$ cat src/rtl/alu_result_stage.sv
// Result stage behind the 64-bit EX ALU: 2-entry skid buffer toward MEM/WB plus committed NZCV.
// Optional commit/overflow counters are enabled by defining ALU_RESULT_STATS_EN.
module alu_result_stage #(
   parameter int DATA_W = 64,
   parameter int CTL_W  = 11,
   parameter int REG_W  = 5
) (
   input  logic              clk,
   input  logic              rst,
   input  logic              flush,
   input  logic              in_valid,
   output logic              in_ready,
   input  logic [CTL_W-1:0]  in_aluctl,
   input  logic [DATA_W-1:0] in_result,
   input  logic              in_zero,
   input  logic              in_overflow,
   input  logic              in_carryout,
   input  logic              in_set_flags,
   input  logic [REG_W-1:0]  in_rd,
   input  logic              in_wb_en,
   output logic              out_valid,
   input  logic              out_ready,
   output logic [DATA_W-1:0] out_result,
   output logic [CTL_W-1:0]  out_aluctl,
   output logic [REG_W-1:0]  out_rd,
   output logic              out_wb_en,
   output logic              out_zero,
`ifdef ALU_RESULT_STATS_EN
   output logic [31:0]       stat_commits,
   output logic [31:0]       stat_overflows,
`endif
   output logic [3:0]        flags_nzcv
);

   typedef struct packed {
      logic [CTL_W-1:0]  aluctl;
      logic [DATA_W-1:0] result;
      logic              zero;
      logic              overflow;
      logic              carryout;
      logic              set_flags;
      logic [REG_W-1:0]  rd;
      logic              wb_en;
   } entry_t;

   entry_t     main_q, main_d, skid_q, skid_d, in_entry;
   logic [1:0] occ_q, occ_d;
   logic       in_ready_q, in_ready_d;
   logic [3:0] nzcv_q, nzcv_d;
   logic       acc, com;

   always_comb begin
      in_entry.aluctl    = in_aluctl;
      in_entry.result    = in_result;
      in_entry.zero      = in_zero;
      in_entry.overflow  = in_overflow;
      in_entry.carryout  = in_carryout;
      in_entry.set_flags = in_set_flags;
      in_entry.rd        = in_rd;
      in_entry.wb_en     = in_wb_en;
   end

   assign acc = in_valid && in_ready_q;
   assign com = (occ_q != 2'd0) && out_ready;

   always_comb begin
      main_d = main_q;
      skid_d = skid_q;
      occ_d  = occ_q;
      nzcv_d = nzcv_q;
      if (flush) begin
         occ_d = 2'd0;
      end else begin
         case (occ_q)
            2'd0: begin
               if (acc) begin
                  main_d = in_entry;
                  occ_d  = 2'd1;
               end
            end
            2'd1: begin
               if (acc && com) begin
                  main_d = in_entry;
               end else if (com) begin
                  occ_d = 2'd0;
               end else if (acc) begin
                  skid_d = in_entry;
                  occ_d  = 2'd2;
               end
            end
            default: begin
               // full: in_ready is low, so only a commit can happen here
               if (com) begin
                  main_d = skid_q;
                  occ_d  = 2'd1;
               end
            end
         endcase
         if (com && main_q.set_flags)
            nzcv_d = {main_q.result[DATA_W-1], main_q.zero, main_q.carryout, main_q.overflow};
      end
      in_ready_d = (occ_d != 2'd2);
   end

   always_ff @(posedge clk) begin
      if (rst) begin
         main_q     <= '0;
         skid_q     <= '0;
         occ_q      <= 2'd0;
         in_ready_q <= 1'b1;
         nzcv_q     <= 4'b0000;
      end else begin
         main_q     <= main_d;
         skid_q     <= skid_d;
         occ_q      <= occ_d;
         in_ready_q <= in_ready_d;
         nzcv_q     <= nzcv_d;
      end
   end

   assign in_ready   = in_ready_q;
   assign out_valid  = (occ_q != 2'd0);
   assign out_result = main_q.result;
   assign out_aluctl = main_q.aluctl;
   assign out_rd     = main_q.rd;
   assign out_wb_en  = main_q.wb_en;
   assign out_zero   = main_q.zero;
   assign flags_nzcv = nzcv_q;

`ifdef ALU_RESULT_STATS_EN
   logic [31:0] commits_q, commits_d, ovfs_q, ovfs_d;
   logic        com_eff;

   // a commit in the flush cycle is dropped, so it is not counted
   assign com_eff = com && !flush;

   always_comb begin
      commits_d = commits_q;
      ovfs_d    = ovfs_q;
      if (com_eff && (commits_q != 32'hFFFF_FFFF))
         commits_d = commits_q + 32'd1;
      if (com_eff && main_q.overflow && (ovfs_q != 32'hFFFF_FFFF))
         ovfs_d = ovfs_q + 32'd1;
   end

   always_ff @(posedge clk) begin
      if (rst) begin
         commits_q <= 32'd0;
         ovfs_q    <= 32'd0;
      end else begin
         commits_q <= commits_d;
         ovfs_q    <= ovfs_d;
      end
   end

   assign stat_commits   = commits_q;
   assign stat_overflows = ovfs_q;
`endif

endmodule

$ cat config.mk
export PLATFORM = sky130hd
export DESIGN_NAME = alu_result_stage
export DESIGN_NICKNAME = d
export VERILOG_FILES = /design/src/rtl/alu_result_stage.sv
export SDC_FILE = /design/constraint.sdc
export NUM_CORES = 1
export LEC_CHECK = 0
export CAP_MARGIN = 15
export CELL_PAD_IN_SITES_DETAIL_PLACEMENT = 1
export CELL_PAD_IN_SITES_GLOBAL_PLACEMENT = 1
export CORE_MARGIN = 2
export CORE_UTILIZATION = 40
export CTS_CLUSTER_SIZE = 8
export DETAILED_ROUTE_END_ITERATION = 16
export HOLD_SLACK_MARGIN = 0.15
export PLACE_DENSITY_LB_ADDON = 0.1
export SLEW_MARGIN = 20
export SYNTH_ARGS = -nofsm -noshare
export SYNTH_HDL_FRONTEND = slang
export SYNTH_SLANG_ARGS = --single-unit
$ cat constraint.sdc
create_clock -name clk -period 1.6 [get_ports clk]
set_input_delay 0.32 -clock clk [delete_from_list [all_inputs] [get_ports clk]]
set_output_delay 0.32 -clock clk [all_outputs]
set_load 0.05 [all_outputs]
==> summary.txt <==
Outcome
  • Outcome: completed

GRT
  • Grt ovf: 0
  • Number of global-route vias before repair: 7,288
  • First-pass GRT wire length: 38,200 um
  • GRT met3 Usage: 4.98%
  • GR Layer Usage met2: 32.9%
  • Met1 Use GR: 24.7%
  • Largest net degree at the start of global routing: 64
  • Aggregate global-route resource usage: 19.4%
  • Antenna violations before repair: 0
  • Busiest grt layer: met2

Floorplanning
  • Num ports: 178
  • Row cnt: 55
  • Core box area: 22,700 sq um
  • Die area: 24,500 sq um
  • Initial Util: 41.0%
  • Die Y: 157 um
  • Die Wd: 157 um

Power
  • Comb pwr share: 18.3%
  • P_leak: 4.39 nW
  • PD cells: 963 nW/um^2
  • Clk pwr share: 39.2%
  • Sequential power share: 42.4%
  • Switching share of power: 28.4%
  • Net switching power: 3.13 mW
  • Internal power: 7.90 mW
  • Peak supply drop: 498 uV

Synthesis
  • Sequential cell area fraction in the yosys report: 38.1%
  • Syn Area/Cell: 9.43 sq um
  • Cell Area, Synth: 9310 sq um
  • Synth Instances: 987
  • Yosys reg bits: 177
  • Post-Synthesis Net Count: 1,077
  • Post-synthesis cell type count: 26
  • Ys Warns: 0

Layout
  • Final core occ: 50.4%
  • Layout cells sized above 1: 16.6%
  • Nets: 1,137
  • Diodes inserted: 0
  • Most common cell after layout, fill and taps aside: dfxtp_1
  • Most frequent cells in the layout: dfxtp_1, mux2i_1, nand2b_1
  • Synth-to-layout area growth: 23.1%

Timing
  • Period minus WS final: 1540 ps
  • Fin. max-slew vios: 0
  • Tcrit/Tclk final: 96.1%
  • Slew HR: 72.4%
  • Worst-margin pin slew: 413 ps
  • Clock Skew: 11.7 ps
  • Setup violations, final: 0
  • RSZ-0062 raised after global routing: no
  • Final Hold Viols: 0
  • Setup TNS: 0 ps
  • Final WS setup: 63.1 ps
  • Max Freq: 0.651 GHz

Critical path
  • Crit path buffers/inverters: 2
  • Highest-delay cell along the critical path: dfxtp_4
  • Cell Chain, Critical Path: nor2_4, inv_2, buf_12
  • Worst path top cell family by delay: flip-flops
  • Kind of critical path: reg2out
  • Nature of the critical path endpoint: output port
  • CP required: 1280 ps
  • Highest net fanout along the worst path: 8
  • Crit path launch type: flip-flop
  • CP arrival: 1220 ps
  • Worst path max stage delay: 400 ps

Clock network
  • Maximum clock path buffer count: 2
  • Num CTS Buffers: 17
  • Clk pin slew, worst setup/hold paths: 60 ps
  • Clk Latency, worst-skew pair: 430 ps
  • H-tree Lvls: 4
  • CTS Hold Bufs: 0
  • Clock sink count: 177
  • CTS root buf: clkbuf_16
  • TritonCTS clock tree: yes

Place
  • Final HPWL DP: 15,300 um
  • Placement Setup Slack: -256 ps
  • Port Buf Inserts: 177
  • GP Congestion: 0.694

Routing
  • Initial DRC count: 296
  • Routed length per instance: 17.7 um
  • Post-route DRC: 0
  • DRT Wirelength: 23,800 um
  • Via count: 7,266
  • 1st-pass router iterations: 4
  • Final ANT Viol Nets: 0
  • Drt via density: 5.41

Min path
  • HP Class: in2reg

Run
  • # Max-Cap Violations: 0
## power groups by stage
stage	sequential (mW)	clock (mW)	combinational, mW
after floorplan	4.75	0	1.47
after global placement	4.78	0	2.00
after detailed placement	4.78	0	2.02
after CTS	4.68	4.46	2.03
after global routing	4.70	4.64	2.17
final	4.68	4.33	2.02
## synth_stat cells
library cell | n | area [sq um]
nand3b_1 | 1 | 7.51
o21bai_1 | 1 | 7.51
a31oi_1 | 85 | 532
nor2_1 | 86 | 323
clkbuf_1 | 56 | 210
nand2b_1 | 171 | 1070
nand2_1 | 1 | 3.75
buf_1 | 6 | 22.5
a21boi_0 | 1 | 7.51
a41o_1 | 85 | 851
and3b_1 | 1 | 8.76
a21oi_1 | 5 | 25.0
mux2i_1 | 171 | 1710
nand3_1 | 5 | 25.0
nor3_1 | 1 | 5.00
dfxtp_1 | 177 | 3540
nor4_4 | 1 | 21.3
a21o_1 | 1 | 7.51
a21bo_2 | 1 | 10.0
inv_1 | 2 | 7.51
o21ai_0 | 5 | 25.0
inv_2 | 1 | 3.75
buf_6 | 8 | 90.1
buf_2 | 31 | 155
a2111oi_1 | 1 | 10.0
buf_4 | 83 | 623
## logic make-up (layout without fill, tap and decap cells)
| logic type | after synthesis | after routing | share of synthesized area [%] |
|---|---|---|---|
| simple gates | 267 | 267 | 15.7 |
| buf+inv | 187 | 259 | 12.0 |
| compound gates | 185 | 185 | 15.9 |
| flops | 177 | 177 | 38.1 |
| mux | 171 | 171 | 18.4 |
## worst paths after layout
kind | start | endpoint | slack, ps | depth (start not counted)
setup reg to reg | occ_q[0] | skid_q[27] | 130 | 5
setup / recovery | occ_q[1] | out_valid | 60 | 3
hold / removal | rst | occ_q[0] | 210 | 2
hold reg to reg | skid_q[20] | skid_q[20] | 470 | 2
## routing by layer
metal | part of all wire [%] | wire (um)
met5 | 0 | 0
met1 | 47 | 11100
met3 | 4.4 | 1040
met2 | 48 | 11400
met4 | 1.1 | 264
## final cells by class
cell class | instances | area, sq um
Fill cell | 2531 | 11300
Multi-Input combinational cell | 623 | 4680
Sequential cell | 177 | 3550
Timing Repair Buffer | 225 | 2260
Clock buffer | 19 | 433
Tap cell | 285 | 357
Clock inverter | 12 | 159
Inverter | 3 | 13.8
## stage by stage
step | instances | cell area (sq um) | hold slack (ps) | power, mW
after floorplan | 987 | 9310 | 397 | 6.22
after global placement | 1309 | 10800 | 457 | 6.78
after detailed placement | 1309 | 10800 | 466 | 6.80
after CTS | 1340 | 11400 | 187 | 11.2
after global routing | 1344 | 11500 | 202 | 11.5
final | 1344 | 11500 | 211 | 11.0
## timing repair
item,CTS,global route
pin swaps,1,1
gates cloned,0,0
setup endpoints to repair,1,1
resized for setup,3,0
endpoints found under the hold margin,0,0
setup buffers,0,4
## worst reg2reg max path, cell delays in order, from the launching register on
cell     delay, ps
dfxtp_2        420
nand3_1        160
nor4_4         180
buf_4          210
buf_12         200
mux2i_1        230
## flip-flops by register name, summed over array words and instances, names as in the netlist
signal      count
occ_q           2
flags_nzcv      4
out_aluctl     11
out_wb_en       1
skid_q         85
in_ready        1
out_rd          5
main_q          3
out_zero        1
out_result     64
Note: power is estimated with default switching activity, not from simulation.
